<file path="src/rtl/pll_config_apb.sv">
// rtl/pll_config_apb.sv - APB register block that applies PLL divider settings through a bypass/lock sequence
module pll_config_apb #(
   parameter int XLEN = 64
) (
   input  logic            PCLK,
   input  logic            PRESETn,
   input  logic            PSEL,
   input  logic            PENABLE,
   input  logic            PWRITE,
   input  logic [7:0]      PADDR,
   input  logic [XLEN-1:0] PWDATA,
   output logic [XLEN-1:0] PRDATA,
   output logic            PREADY,
   input  logic            PLLlock,
   output logic [5:0]      PLLclkr,
   output logic [12:0]     PLLclkf,
   output logic [3:0]      PLLclkod,
   output logic [11:0]     PLLbwadj,
   output logic            PLLbypass,
   output logic            PLLtest
);
   typedef enum logic [1:0] {
      IDLE     = 2'd0,
      BYPASS   = 2'd1,
      LOAD     = 2'd2,
      WAITLOCK = 2'd3
   } state_t;

   localparam logic [5:0] A_CLKR   = 6'd0;
   localparam logic [5:0] A_CLKF   = 6'd1;
   localparam logic [5:0] A_CLKOD  = 6'd2;
   localparam logic [5:0] A_BWADJ  = 6'd3;
   localparam logic [5:0] A_CTRL   = 6'd4;
   localparam logic [5:0] A_STATUS = 6'd5;

   state_t      state, state_next;
   logic [4:0]  settle_cnt, settle_next;
   logic [11:0] timeout_cnt, timeout_next;
   logic        bypass_next;
   logic        set_timeout, set_lostlock;
   logic        timeout_flag, lostlock_flag;
   logic        lock_meta, lock_sync, lock_prev;
   logic [5:0]  sh_clkr;
   logic [12:0] sh_clkf;
   logic [3:0]  sh_clkod;
   logic [11:0] sh_bwadj;
   logic        wr_en, go;
   logic [5:0]  reg_addr;
   logic [31:0] wdata, rdata;
   logic        unused_bits;

   assign wr_en       = PSEL & PENABLE & PWRITE;
   assign reg_addr    = PADDR[7:2];
   assign wdata       = PWDATA[31:0];
   assign go          = wr_en && (reg_addr == A_CTRL) && wdata[0];
   assign PREADY      = 1'b1;
   assign unused_bits = ^{PWDATA, PADDR[1:0]};

   // PLLlock is asynchronous; lock_prev delays the synchronized value for fall detection
   always_ff @(posedge PCLK or negedge PRESETn) begin
      if (!PRESETn) begin
         lock_meta <= 1'b0;
         lock_sync <= 1'b0;
         lock_prev <= 1'b0;
      end else begin
         lock_meta <= PLLlock;
         lock_sync <= lock_meta;
         lock_prev <= lock_sync;
      end
   end

   always_comb begin
      state_next   = state;
      settle_next  = settle_cnt;
      timeout_next = timeout_cnt;
      bypass_next  = PLLbypass;
      set_timeout  = 1'b0;
      case (state)
         IDLE: begin
            if (go) begin
               state_next  = BYPASS;
               bypass_next = 1'b1;
               settle_next = 5'd0;
            end
         end
         BYPASS: begin
            if (settle_cnt == 5'd15) state_next = LOAD;
            else                     settle_next = settle_cnt + 5'd1;
         end
         LOAD: begin
            timeout_next = 12'd0;
            state_next   = WAITLOCK;
         end
         WAITLOCK: begin
            if (lock_sync) begin
               bypass_next = 1'b0;
               state_next  = IDLE;
            end else if (timeout_cnt == 12'hFFF) begin
               set_timeout = 1'b1;
               state_next  = IDLE;
            end else begin
               timeout_next = timeout_cnt + 12'd1;
            end
         end
         default: state_next = IDLE;
      endcase
   end

   assign set_lostlock = (state == IDLE) && !PLLbypass && lock_prev && !lock_sync;

   always_ff @(posedge PCLK or negedge PRESETn) begin
      if (!PRESETn) begin
         state         <= IDLE;
         settle_cnt    <= 5'd0;
         timeout_cnt   <= 12'd0;
         PLLbypass     <= 1'b1;
         timeout_flag  <= 1'b0;
         lostlock_flag <= 1'b0;
      end else begin
         state       <= state_next;
         settle_cnt  <= settle_next;
         timeout_cnt <= timeout_next;
         PLLbypass   <= bypass_next;
         // A same-cycle set beats the write-1-to-clear
         if (set_timeout)
            timeout_flag <= 1'b1;
         else if (wr_en && (reg_addr == A_STATUS) && wdata[2])
            timeout_flag <= 1'b0;
         if (set_lostlock)
            lostlock_flag <= 1'b1;
         else if (wr_en && (reg_addr == A_STATUS) && wdata[3])
            lostlock_flag <= 1'b0;
      end
   end

   always_ff @(posedge PCLK or negedge PRESETn) begin
      if (!PRESETn) begin
         sh_clkr  <= 6'd0;
         sh_clkf  <= 13'd15;
         sh_clkod <= 4'd1;
         sh_bwadj <= 12'd7;
         PLLclkr  <= 6'd0;
         PLLclkf  <= 13'd15;
         PLLclkod <= 4'd1;
         PLLbwadj <= 12'd7;
         PLLtest  <= 1'b0;
      end else begin
         if (wr_en) begin
            case (reg_addr)
               A_CLKR:  sh_clkr  <= wdata[5:0];
               A_CLKF:  sh_clkf  <= wdata[12:0];
               A_CLKOD: sh_clkod <= wdata[3:0];
               A_BWADJ: sh_bwadj <= wdata[11:0];
               A_CTRL:  PLLtest  <= wdata[1];
               default: ;
            endcase
         end
         if (state == LOAD) begin
            PLLclkr  <= sh_clkr;
            PLLclkf  <= sh_clkf;
            PLLclkod <= sh_clkod;
            PLLbwadj <= sh_bwadj;
         end
      end
   end

   always_comb begin
      rdata = 32'd0;
      case (reg_addr)
         A_CLKR:   rdata[5:0]  = sh_clkr;
         A_CLKF:   rdata[12:0] = sh_clkf;
         A_CLKOD:  rdata[3:0]  = sh_clkod;
         A_BWADJ:  rdata[11:0] = sh_bwadj;
         A_CTRL:   rdata[1]    = PLLtest;
         A_STATUS: rdata[6:0]  = {1'b0, state, lostlock_flag, timeout_flag,
                                  (state != IDLE), lock_sync};
         default:  ;
      endcase
      PRDATA       = '0;
      PRDATA[31:0] = rdata;
   end
endmodule

</file>
<file path="config.mk">
export PLATFORM = sky130hd
export DESIGN_NAME = pll_config_apb
export DESIGN_NICKNAME = d
export VERILOG_FILES = /design/src/rtl/pll_config_apb.sv
export SDC_FILE = /design/constraint.sdc
export NUM_CORES = 1
export LEC_CHECK = 0
export BUFFER_PORTS_ARGS = -buffer_cell sky130_fd_sc_hd__buf_2
export CAP_MARGIN = 20
export CORE_MARGIN = 4
export CORE_UTILIZATION = 35
export CTS_CLUSTER_DIAMETER = 80
export DETAILED_ROUTE_END_ITERATION = 7
export PLACE_DENSITY = 0.63
export SLEW_MARGIN = 20
export SYNTH_ARGS = -nofsm -noshare
export SYNTH_HDL_FRONTEND = slang
export SYNTH_SLANG_ARGS = --single-unit
</file>
<file path="constraint.sdc">
create_clock -name PCLK -period 3.4 [get_ports PCLK]
set_clock_uncertainty 0.1 [all_clocks]
set_input_delay 0.17 -clock PCLK [delete_from_list [all_inputs] [get_ports PCLK]]
set_output_delay 0.17 -clock PCLK [all_outputs]
set_load 0.005 [all_outputs]
</file>
==> flow_summary_export.csv <==
group,metric,value,unit
outcome,status,"complete, no violations",
clock_network,worstSkewPairLatency,0.34,ns
layout,stdcell_area,0.00546,sq mm
logic_synthesis,yosysWarnings,0,
clock_network,cts_sinks,96,
clock_network,cts_buffers,9,
clock_network,clk_pin_slew_worst_paths,0.06,ns
layout,nets,554,
logic_synthesis,synthMuxAreaShare,17.7,%
die,fp.coreArea,0.0132,sq mm
logic_synthesis,synthArstFlopShare,100,%
sta,rsz0062_at_grt,"no",
die,dieArea,0.0153,sq mm
min_path,min_path_cells,2,
sta,clock.fmax,448,MHz
layout,final_cells,649,
pwr,p_per_area,573,mW/mm^2
die,initial_utilization,35.6,%
die,rows,42,
critical_path,slowest_stage,"or4_1",
die,fp.dieW,124,um
die,die_h,124,um
global_route,grt_max_degree,97,
clock_network,clk_path_buf_depth,2,
routing,dr.pass1.iters,6,
logic_synthesis,synth-xor-area-share,0.186,%
clock_network,clockRootBuffer,"clkbuf_16",
pwr,peakVddDrop,0.332,mV
critical_path,worstPathCellList,"ha_1 > nor2b_1 > o211ai_1 > or4_1 > a21oi_1",
routing,drc,0,
routing,wl_per_cell,15.9,um
sta,finalSetupViolCount,0,
critical_path,criticalPathCategory,"reg2reg",
global_route,grt_overflow,0,
global_route,grt_pass1_wl,16600,um
logic_synthesis,synth_cell_type_count,50,
logic_synthesis,synth_fa_ha_area_share,2.13,%
clock_network,ctsHoldBuffers,11,
clock_network,htreeDepth,3,
critical_path,crit_path_end_kind,"flip-flop",
logic_synthesis,synth_top_family_by_area,"multiplexers",
global_route,grt_usage,14.0,%
place,place_congestion,0.721,
logic_synthesis,synth_simple_gate_area_share,9.19,%
logic_synthesis,synth-edff-count,0,
critical_path,cp_max_fo,7,
place,portBuffers,74,
critical_path,critPathMaxStageDelay,0.56,ns
critical_path,start_kind,"flip-flop",
pwr,leakage,2.76,nW
routing,drt-vias-per-instance,4.91,
critical_path,reg2regPathDepth,5,
clock_network,ctsResizeCount,0,
clock_network,cts_tree,"done",
sta,finalCriticalPeriod,2.23,ns
logic_synthesis,synth_compound_area_share,9.03,%
critical_path,crit_required,3.57,ns
logic_synthesis,syn-mean-instance-area,12.3,sq um
place,dpl_cell_area,0.00509,sq mm
sta,fin_crit_sh,65.6,%
sta,timing.slew.headroom,53.6,%
sta,hold_viol_final,0,
layout,n_antenna_cell,0,
global_route,antenna_found_initial,0,
routing,ant_nets,0,
critical_path,path_depth,5,
sta,final.setup.tns,0,ns
routing,wl,10300,um
layout,drive_above_1_share,40.6,%
place,hpwl,7260,um
logic_synthesis,ys.flop_type,"dfrtp_1",
critical_path,path_buf_inv,0,
run,cap_violations,0,
routing,vias,3184,
layout,fin_util,41.4,%
logic_synthesis,yosysSeqAreaShare,51.6,%
logic_synthesis,synth_area,0.00470,sq mm
critical_path,cp_top_family,"simple AND/OR/NAND/NOR gates",
global_route,grt_pass1_vias,3187,
sta,worstMarginPinSlew,0.695,ns
sta,holdWs,0.0377,ns
layout,syn_to_final_growth,16.3,%
logic_synthesis,synth-seq-cells,96,
critical_path,critical_path_arrival,2.40,ns
die,pin_count,180,
routing,first_iter_violations,178,
min_path,hp-class,"in2reg",
sta,drv_slew,0,
place,placed_cells,622,
logic_synthesis,synthCells,381,
clock_network,cts_setup_buffers,0,
-- where the power goes --
group | leakage, nW | switching (mW) | internal (mW) | total (mW)
clock network | 0.126 | 0.406 | 0.492 | 0.899
logic | 1.39 | 0.425 | 0.376 | 0.801
registers | 1.25 | 0.111 | 1.32 | 1.43
total | 2.76 | 0.942 | 2.19 | 3.13
-- layout by cell type, fill, tap and decap left out, types with 4 or more instances in the layout --
| cell type | count |
|---|---|
| buf_4 | 6 |
| and3_1 | 8 |
| inv_1 | 8 |
| a22oi_1 | 7 |
| mux2_2 | 72 |
| buf_2 | 73 |
| nand3_1 | 9 |
| a221o_1 | 4 |
| nor2_1 | 5 |
| dfstp_2 | 17 |
| o31ai_1 | 6 |
| dfrtp_1 | 79 |
| ha_1 | 8 |
| o21ai_0 | 6 |
| nand2_1 | 16 |
| nor2b_1 | 4 |
| a21oi_1 | 6 |
| clkbuf_16 | 9 |
| nor3_1 | 4 |
| dlygate4sd3_1 | 11 |
| a22o_1 | 8 |
| nand4_1 | 5 |
| a222oi_1 | 4 |
| conb_1 | 52 |
-- state kept, by name, indices dropped and copies added (netlist names), 2 cells and up --
name and flops:
PLLbwadj 12, PLLclkf 13, PLLclkod 4, PLLclkr 6, settle_cnt 5, sh_bwadj 12, sh_clkf 13, sh_clkod 4
sh_clkr 6, state 2, timeout_cnt 12
-- Yosys cell counts, types with 2 or more instances --
| cell type | instances | share of area (%) |
|---|---|---|
| dfrtp_1 | 79 | 42 |
| mux2_2 | 72 | 17 |
| buf_4 | 52 | 8.3 |
| dfstp_2 | 17 | 9.5 |
| nand2_1 | 16 | 1.3 |
| clkbuf_1 | 10 | 0.80 |
| nand3_1 | 9 | 0.96 |
| a22o_1 | 8 | 1.5 |
| and3_1 | 8 | 1.1 |
| ha_1 | 8 | 2.1 |
| inv_1 | 8 | 0.64 |
| a22oi_1 | 7 | 1.1 |
| a21oi_1 | 6 | 0.64 |
| o21ai_0 | 6 | 0.64 |
| o31ai_1 | 6 | 0.96 |
| nand4_1 | 5 | 0.67 |
| nor2_1 | 5 | 0.40 |
| a221o_1 | 4 | 0.85 |
| a222oi_1 | 4 | 0.85 |
| nor2b_1 | 4 | 0.53 |
| nor3_1 | 4 | 0.43 |
| o211ai_1 | 3 | 0.48 |
| or4_1 | 3 | 0.48 |
| a2bb2oi_1 | 2 | 0.37 |
| and3_2 | 2 | 0.32 |
| buf_2 | 2 | 0.21 |
| conb_1 | 2 | 0.16 |
| mux2i_1 | 2 | 0.43 |
| nand2b_1 | 2 | 0.27 |
| nor3b_1 | 2 | 0.32 |
| nor4_1 | 2 | 0.27 |
| or2b_1 | 2 | 0.32 |
| or3_1 | 2 | 0.27 |
-- final timing paths --
check | start | endpoint | slack [ns]
worst max-delay path | state[1] | timeout_cnt[10] | 1.17
worst min-delay path | PWDATA[3] | sh_clkod[3] | 0.04
worst max register to register | state[1] | timeout_cnt[10] | 1.17
worst min register to register | lock_meta | lock_sync | 0.28
max in group asynchronous | PRESETn | PLLclkf[2] | 2.49
min in group asynchronous | PRESETn | PLLbwadj[7] | 0.32
-- cells by family after synthesis --
family / Yosys count
compound gates: 53
xor+xnor: 1
fa+ha+maj: 8
buf+inv: 73
flops: 96
mux: 74
other cells: 2
simple gates: 74
-- routing by layer --
metal	track usage, %	wire length (um)
met5	0	0
met4	5.54	182
met3	4.13	792
met2	22.9	5160
met1	17.4	4200
-- cell type report --
type	instances	area, sq um
multi-input combinational	262	1990
tap	176	220
timing repair buffer	91	541
clock buffer	12	236
inverter	8	30.0
clock inverter	4	22.5
fill	1254	7730
sequential	96	2420
-- metrics by stage --
stage	power, mW	setup WS (ns)
after floorplan	2.00	1.49
after global placement	2.22	1.21
after detailed placement	2.25	1.19
after CTS	3.17	1.18
after global routing	3.32	1.06
final	3.13	1.17
(Power assumes the default switching activity.)
